[src/rtl/memory_access_unit.sv]
// rtl/memory_access_unit.sv - memory stage serialising byte/vector loads and stores onto an 8-bit req/ready port
// Optional macro MEM_ALIGN_CHECK_EN: misaligned vector ops skip the bus and pulse misalign_err.
module memory_access_unit #(
    parameter int ADDR_W    = 16,
    parameter int VEC_BYTES = 16
) (
    input  logic                   clk,
    input  logic                   reset,
    input  logic                   mem_read_memory,
    input  logic                   mem_write_memory,
    input  logic                   vector_mem_read_memory,
    input  logic                   vector_mem_write_memory,
    input  logic [ADDR_W-1:0]      address_memory,
    input  logic [15:0]            store_data_memory,
    input  logic [8*VEC_BYTES-1:0] store_vector_memory,
    output logic                   stall_memory,
    output logic [7:0]             data_from_memory_out,
    output logic [8*VEC_BYTES-1:0] vector_data_from_memory_out,
    output logic                   dmem_req,
    output logic                   dmem_we,
    output logic [ADDR_W-1:0]      dmem_addr,
    output logic [7:0]             dmem_wdata,
    input  logic [7:0]             dmem_rdata,
    input  logic                   dmem_ready,
    output logic                   misalign_err
);

    localparam int VEC_W = 8 * VEC_BYTES;
    localparam int IDX_W = (VEC_BYTES > 1) ? $clog2(VEC_BYTES) : 1;

    typedef enum logic [1:0] {S_IDLE, S_BUSY, S_DONE} state_t;

    state_t             r_state, w_next;
    logic               r_vec, r_we;
    logic [ADDR_W-1:0]  r_base;
    logic [7:0]         r_sdata;
    logic [VEC_W-1:0]   r_svec, r_buf, r_vec_out;
    logic [7:0]         r_data_out;
    logic [IDX_W-1:0]   r_idx;
`ifdef MEM_ALIGN_CHECK_EN
    logic               r_misalign;
`endif

    logic               w_any, w_vec, w_we, w_misaligned, w_last;
    logic [VEC_W-1:0]   w_buf_next;
    logic               w_unused_sdata_hi;

    assign w_unused_sdata_hi = &{1'b0, store_data_memory[15:8]};

    always_ff @(posedge clk or posedge reset) begin
        if (reset) r_state <= S_IDLE;
        else       r_state <= w_next;
    end

    always_comb begin
        w_any = mem_read_memory | mem_write_memory | vector_mem_read_memory | vector_mem_write_memory;
        w_vec = vector_mem_write_memory | vector_mem_read_memory;
        // Priority vector_write > vector_read > write > read collapses to this write-enable.
        w_we  = vector_mem_write_memory | (~vector_mem_read_memory & mem_write_memory);
`ifdef MEM_ALIGN_CHECK_EN
        w_misaligned = w_vec && (address_memory[3:0] != 4'd0);
`else
        w_misaligned = 1'b0;
`endif
        w_last     = !r_vec || (r_idx == IDX_W'(VEC_BYTES - 1));
        w_buf_next = r_buf;
        w_buf_next[{r_idx, 3'b000} +: 8] = dmem_rdata;

        w_next = r_state;
        case (r_state)
            S_IDLE: if (w_any) w_next = w_misaligned ? S_DONE : S_BUSY;
            S_BUSY: if (dmem_ready && w_last) w_next = S_DONE;
            S_DONE: w_next = S_IDLE;
            default: w_next = S_IDLE;
        endcase

        stall_memory = !reset && ((r_state == S_IDLE && w_any) || r_state == S_BUSY);
        dmem_req     = (r_state == S_BUSY);
        dmem_we      = dmem_req && r_we;
        dmem_addr    = dmem_req ? (r_base + ADDR_W'(r_idx)) : '0;
        dmem_wdata   = 8'h00;
        if (dmem_we) dmem_wdata = r_vec ? r_svec[{r_idx, 3'b000} +: 8] : r_sdata;
        data_from_memory_out        = r_data_out;
        vector_data_from_memory_out = r_vec_out;
`ifdef MEM_ALIGN_CHECK_EN
        misalign_err = r_misalign && (r_state == S_DONE);
`else
        misalign_err = 1'b0;
`endif
    end

    always_ff @(posedge clk or posedge reset) begin
        if (reset) begin
            r_vec      <= 1'b0;
            r_we       <= 1'b0;
            r_base     <= '0;
            r_sdata    <= '0;
            r_svec     <= '0;
            r_buf      <= '0;
            r_idx      <= '0;
            r_data_out <= '0;
            r_vec_out  <= '0;
`ifdef MEM_ALIGN_CHECK_EN
            r_misalign <= 1'b0;
`endif
        end else begin
            case (r_state)
                S_IDLE: if (w_any) begin
                    r_vec   <= w_vec;
                    r_we    <= w_we;
                    r_base  <= address_memory;
                    r_sdata <= store_data_memory[7:0];
                    r_svec  <= store_vector_memory;
                    r_idx   <= '0;
`ifdef MEM_ALIGN_CHECK_EN
                    if (w_misaligned) begin
                        r_misalign <= 1'b1;
                        if (!w_we) r_vec_out <= '0;
                    end
`endif
                end
                S_BUSY: if (dmem_ready) begin
                    r_buf <= w_buf_next;
                    r_idx <= r_idx + 1'b1;
                    // Results publish only on the final beat of a load, i.e. on entry to DONE.
                    if (w_last && !r_we) begin
                        if (r_vec) r_vec_out  <= w_buf_next;
                        else       r_data_out <= dmem_rdata;
                    end
                end
                S_DONE: begin
`ifdef MEM_ALIGN_CHECK_EN
                    r_misalign <= 1'b0;
`endif
                end
                default: ;
            endcase
        end
    end

endmodule

[config.mk]
export PLATFORM = sky130hd
export DESIGN_NAME = memory_access_unit
export DESIGN_NICKNAME = d
export VERILOG_FILES = /design/src/rtl/memory_access_unit.sv
export SDC_FILE = /design/constraint.sdc
export NUM_CORES = 1
export LEC_CHECK = 0
export CAP_MARGIN = 10
export CORE_ASPECT_RATIO = 1.75
export CORE_MARGIN = 4
export CORE_UTILIZATION = 35
export DETAILED_ROUTE_END_ITERATION = 12
export PLACE_DENSITY = 0.6
export SLEW_MARGIN = 0
export SYNTH_ARGS = -nofsm -noshare
export SYNTH_HDL_FRONTEND = slang
export SYNTH_SLANG_ARGS = --single-unit
export TNS_END_PERCENT = 30
[constraint.sdc]
create_clock -name clk -period 16.2 [get_ports clk]
set_input_delay 1.62 -clock clk [delete_from_list [all_inputs] [get_ports clk]]
set_output_delay 1.62 -clock clk [all_outputs]
set_load 0.05 [all_outputs]
; Yosys cells after proc, flatten, opt, wreduce, memory -nomap -nowiden
; Cells that the tools add are included.
; Widths: inputs -> output; s select.
[totals]
regBits = 424
wordCells = 57
[op_classes]
add_sub_neg = 3
n_eq_ne = 5
shifts = 3
muxes = 10
bitwise = 8
reduce_logical = 18
[op_table]
columns = operator, n
row1 = $bwmux 128, 1
row2 = $shift 8x9->128 const A, 1
row3 = $shiftx 128x8->8, 1
row4 = $shiftx 8x9->128, 1
row5 = $add 16x4->16, 1
row6 = $mux 16, 1
row7 = $mux 8, 2
row8 = $neg 7->9, 1
row9 = $mux 4, 2
row10 = $pmux 4 s2, 1
row11 = $reduce_and 4->1, 2
row12 = $reduce_and 2->1, 3
row13 = $logic_and 1x1->1, 5
row14 = $or 1x1->1, 5
row15 = $add 4x1->4 const B, 1
row16 = $eq 4x4->1 const B, 1
row17 = $mux 2, 2
row18 = $ne 2x1->1 const B, 2
row19 = $pmux 2 s2, 1
row20 = $logic_not 1->1, 3
row21 = $reduce_and 3->1, 1
row22 = $eq 2x1->1 const B, 1
row23 = $logic_not 2->1, 1
row24 = $logic_or 1x1->1, 2
row25 = 4 further kinds, 5

; Longest topological paths before layout
[depth]
ltp_word = 6
mapped_depth = 11

; Worst setup path after synthesis
; No wires, ideal clock.
[synth_timing]
kind = input to output
startpoint = input vector_mem_read_memory
endpoint = output stall_memory
arrival_ns = 3.190
required_time_ns = 14.580
path_slack_ns = 11.390
stages = 5
path_cell_list = or2_2 o31ai_1 clkbuf_1 clkbuf_1 a21oi_1
[synth_between]
elab_chain_cells = 5
[synth_rtl]
columns = element, line_no
row1 = "start, declared", 11  ; input logic vector_mem_read_memory,
row2 = $or 1x1->1 (2 in series), 56  ; w_any = mem_read_memory | mem_write_memory | vector_mem_read_memory | vector_mem_write_memory;
row3 = $logic_and 1x1->1, 77  ; stall_memory = !reset && ((r_state == S_IDLE && w_any) || r_state == S_BUSY);
row4 = $logic_or 1x1->1, 77
row5 = $logic_and 1x1->1, 77
row6 = "end, declared", 16  ; output logic stall_memory,
; Every way passes these cells.

; Worst setup path after layout
[layout_timing]
startpoint = register r_idx[1]
endpoint = output dmem_addr[14]
[layout_between]
elab_chain_cells = 2
[layout_rtl]
columns = element, line_no
row1 = "start, declared", 39  ; logic [IDX_W-1:0] r_idx;
row2 = "start signal, assigned", 124  ; r_idx <= r_idx + 1'b1;
row3 = $add 16x4->16, 80  ; dmem_addr = dmem_req ? (r_base + ADDR_W'(r_idx)) : '0;
row4 = $mux 16, 80
row5 = "end, declared", 21  ; output logic [ADDR_W-1:0] dmem_addr,
; Every way passes these cells.

==> results.json <==
{
  "tightestPinTransition_ns": 1.14,
  "area_growth_pct": 28.6,
  "cts-buffers-inserted": 41,
  "layout.filler_cells": 4977,
  "floorplan.io_pins": 339,
  "r2r-start": "r_idx[1]$_DFFE_PP0P_",
  "syn-instance-count": 1756,
  "setup.worst_path.end": "dmem_addr[14]",
  "synth_area_mm2": 0.0184,
  "cts_hold_buf": 0,
  "post_synth_edffs": 0,
  "min_tclk_post_route_ns": 5.88,
  "synth.net_count": 1940,
  "timing.final.crit_share": 0.363,
  "netlist-cell-type-count": 56,
  "firstDrtPassIters": 5,
  "antennaDiodeCount": 0,
  "yosysSeqAreaShare": 0.578,
  "swShare": 0.363,
  "clock_pin_slew_of_the_registers_on_the_worst_case_setup_and_hold_paths_ns": 0.07,
  "hold_class": "flip-flop to flip-flop",
  "timing.setup.critical_path_class": "flip-flop to output pin",
  "worst_r2r_endpoint": "r_buf[116]$_DFFE_PP0P_",
  "routed-via-count": 13484,
  "cts.sink_count": 424,
  "global_route.overflow_total": 0,
  "die_w_um": 181,
  "tritoncts": "yes",
  "crit_fanout": 43,
  "core-area_mm2": 0.0517,
  "slew_headroom": 0.237,
  "final_net_count": 2222,
  "seqPwrFrac": 0.401,
  "synth_area_leaders": "sky130_fd_sc_hd__dfrtp_1 (58%), sky130_fd_sc_hd__nand2_1 (15%), sky130_fd_sc_hd__mux2_2 (6.9%)",
  "globalRouteTotalUtil": 0.184,
  "crit_path_end_kind": "output pin",
  "post-cts-setup-buffer-count": 0,
  "final_report_hold_violation_count": 0,
  "avgViaCountPerCell": 4.92,
  "int_power_mw": 2.40,
  "synth_area_leader_cell": "sky130_fd_sc_hd__dfrtp_1",
  "comb_power_share": 0.343,
  "async_reset_ff_frac": 1.00,
  "worstSetupStartpoint": "r_idx[1]$_DFFE_PP0P_",
  "stdcell_area_mm2": 0.0236,
  "cts-root-to-sink-buffers": 3,
  "ys_dominant_reg_cell": "sky130_fd_sc_hd__dfrtp_1",
  "post-route-drc-count": 0,
  "pwr-share-clk": 0.256,
  "placement.io_buffers": 329,
  "dp_cell_count": 2667,
  "cap_viol_max_count": 0,
  "maxSlewViolCount": 0,
  "final_layout_size_suffix_gt1_frac": 0.126,
  "fp-row-count": 110,
  "p_leak_nw": 11.4,
  "cp_data_required_time_ns": 14.58,
  "preCtsSetupSlack_ns": 10.62,
  "report.final.setup_viol": 0,
  "wl_per_cell_um": 19.4,
  "cellPowerDensity_mw_per_mm2": 159,
  "timing.setup.tns_ns": 0,
  "cts_htree_levels": 2,
  "first_global_vias": 14189,
  "yosys_warnings": 0,
  "timing.critical_path.arrival_ns": 4.26,
  "grt_start_max_net_pins": 132,
  "drt_first_iter_violations": 652,
  "antenna_found_initial": 3,
  "globalplace.congestion": 0.832,
  "final_worst_setup_slack_ns": 10.32,
  "finalWirelength_um": 53200,
  "synth-seq-cells": 424,
  "r2r_cells": 6,
  "cts_repair_resizes": 0,
  "fin_worst_skew_ns": 0.0119,
  "clk_root_buffer_cell": "sky130_fd_sc_hd__clkbuf_16",
  "final_cells": 2739,
  "setup.reg_to_reg.worst_slack_ns": 12.07,
  "grt_setup_unrepaired": "false",
  "fmaxAchievable_mhz": 170,
  "dieArea_mm2": 0.0564,
  "postSynthAreaPerCell_um2": 10.5,
  "ant_nets": 0,
  "post_dp_cell_area_mm2": 0.0223,
  "startpoint_class_of_the_critical_path": "flip-flop",
  "wire_length_of_the_first_global_routing_pass_um": 82200,
  "switchingPower_mw": 1.37,
  "die-height_um": 311,
  "power.ir.vdd_worst_mv": 0.154,
  "outcome": "finished, final reports clean",
  "synth.top_cell.area_share": 0.578,
  "initial_core_utilization": 0.355,
  "detailed_place_hpwl_um": 38100,
  "worstSkewPairLatency_ns": 0.54
}
-- area by class of cell --
type,instances,area [um2],area share
multi-input cells,1210,7320,0.310
inverters,13,56.3,0.00238
well taps,672,841,0.0356
clock inverters,12,150,0.00636
clock buffers,60,1210,0.0511
repair buffers,348,3440,0.145
flip-flops and latches,424,10600,0.449
-- worst max-delay path, cell delays in order (launching register included) --
cell and delay, ns:
sky130_fd_sc_hd__dfrtp_4 1.01, sky130_fd_sc_hd__inv_1 0.32, sky130_fd_sc_hd__fa_1 0.50, sky130_fd_sc_hd__nor2b_1 0.16
sky130_fd_sc_hd__o21ai_0 0.27, sky130_fd_sc_hd__a211oi_1 0.39, sky130_fd_sc_hd__xnor2_1 0.10, sky130_fd_sc_hd__nor2_1 0.11
sky130_fd_sc_hd__clkdlybuf4s50_1 0.83
-- layer usage --
layer | wire length (um) | vias up | share of wire | GRT usage
met5 | 7 | - | 0.00013 | 0
met4 | 1960 | 2 | 0.037 | 0.0647
met3 | 2310 | 99 | 0.043 | 0.0281
met2 | 29300 | 372 | 0.55 | 0.354
met1 | 19700 | 6630 | 0.37 | 0.203
li1 | - | 6381 | - | -
-- Yosys cell counts, drive strengths merged, types with 4 or more instances --
cell type / number
a22o: 51
mux2: 121
a21o: 17
and3: 9
nor3: 7
and2: 14
nand3: 8
dfrtp: 424
nor2: 23
ha: 8
nor3b: 6
nand2: 717
a21oi: 9
xnor2: 12
o21ai: 65
mux2i: 50
a31o: 9
mux4: 32
clkbuf: 91
nand4: 4
a31oi: 4
buf: 18
nor2b: 5
or3: 6
inv: 12
a211oi: 5
-- worst min-delay path by stage --
stage                                                start                                     endpoint  cells after the start
2_1_floorplan                        r_buf[25]$_DFFE_PP0P_  vector_data_from_memory_out[25]$_DFFE_PP0P_                      2
3_3_place_gp                         r_buf[53]$_DFFE_PP0P_  vector_data_from_memory_out[53]$_DFFE_PP0P_                      2
3_5_place_dp                         r_buf[37]$_DFFE_PP0P_  vector_data_from_memory_out[37]$_DFFE_PP0P_                      2
4_1_cts                              r_buf[37]$_DFFE_PP0P_  vector_data_from_memory_out[37]$_DFFE_PP0P_                      2
5_1_grt                              r_buf[37]$_DFFE_PP0P_  vector_data_from_memory_out[37]$_DFFE_PP0P_                      2
6_report       vector_data_from_memory_out[41]$_DFFE_PP0P_  vector_data_from_memory_out[41]$_DFFE_PP0P_                      2
-- layout by cell type (no fill, tap or decap), types with 6 or more instances in the layout --
master / Yosys / final
sky130_fd_sc_hd__nand2_1: 716 / 716
sky130_fd_sc_hd__dfrtp_1: 424 / 422
sky130_fd_sc_hd__clkdlybuf4s50_1: 0 / 329
sky130_fd_sc_hd__mux2_2: 113 / 113
sky130_fd_sc_hd__o21ai_0: 63 / 63
sky130_fd_sc_hd__a22o_1: 51 / 51
sky130_fd_sc_hd__mux2i_1: 50 / 50
sky130_fd_sc_hd__clkbuf_16: 0 / 41
sky130_fd_sc_hd__mux4_2: 32 / 32
sky130_fd_sc_hd__nor2_1: 22 / 21
sky130_fd_sc_hd__buf_4: 2 / 19
sky130_fd_sc_hd__a21o_1: 17 / 17
sky130_fd_sc_hd__and2_1: 14 / 14
sky130_fd_sc_hd__xnor2_1: 12 / 12
sky130_fd_sc_hd__clkbuf_8: 0 / 11
sky130_fd_sc_hd__inv_1: 11 / 10
sky130_fd_sc_hd__and3_1: 9 / 9
sky130_fd_sc_hd__a21oi_1: 9 / 9
sky130_fd_sc_hd__a31o_2: 9 / 9
sky130_fd_sc_hd__mux2_4: 8 / 8
sky130_fd_sc_hd__ha_1: 8 / 8
sky130_fd_sc_hd__clkbuf_1: 91 / 8
sky130_fd_sc_hd__nand3_1: 8 / 7
sky130_fd_sc_hd__nor3_1: 6 / 6
sky130_fd_sc_hd__or3_1: 6 / 6
-- registers in the layout, summed over array words and instances, names as in the netlist --
register	flops
r_state	2
data_from_memory_out	8
vector_data_from_memory_out	128
r_svec	128
r_sdata	8
r_buf	128
r_base	16
r_vec	1
r_we	1
r_idx	4
-- through the flow --
| stage | hold slack, ns | util | power, mW |
|---|---|---|---|
| floorplan | 0.439 | - | 2.39 |
| global route | 0.479 | 0.457 | 3.99 |
| detailed placement | 0.451 | 0.430 | 2.85 |
| finish | 0.464 | 0.457 | 3.76 |
| CTS | 0.467 | 0.457 | 3.83 |
| global placement | 0.450 | 0.430 | 2.80 |
-- logic make-up after synthesis --
family	share of synthesized area
other	0.000204
XOR/XNOR	0.00572
buffers and inverters	0.0262
AO/OA/AOI/OAI	0.0640
multiplexers	0.142
adder cells (fa/ha/maj)	0.00654
flip-flops	0.578
AND/OR/NAND/NOR	0.177
-- power by group through the flow --
stage               Sequential, mW  Combinational [mW]  Clock [mW]
finish                        1.51                1.29       0.964
global route                  1.54                1.41        1.04
CTS                           1.51                1.32       0.996
detailed placement            1.53                1.32           0
global placement              1.51                1.29           0
floorplan                     1.50               0.894           0
(Power assumes the default switching activity.)
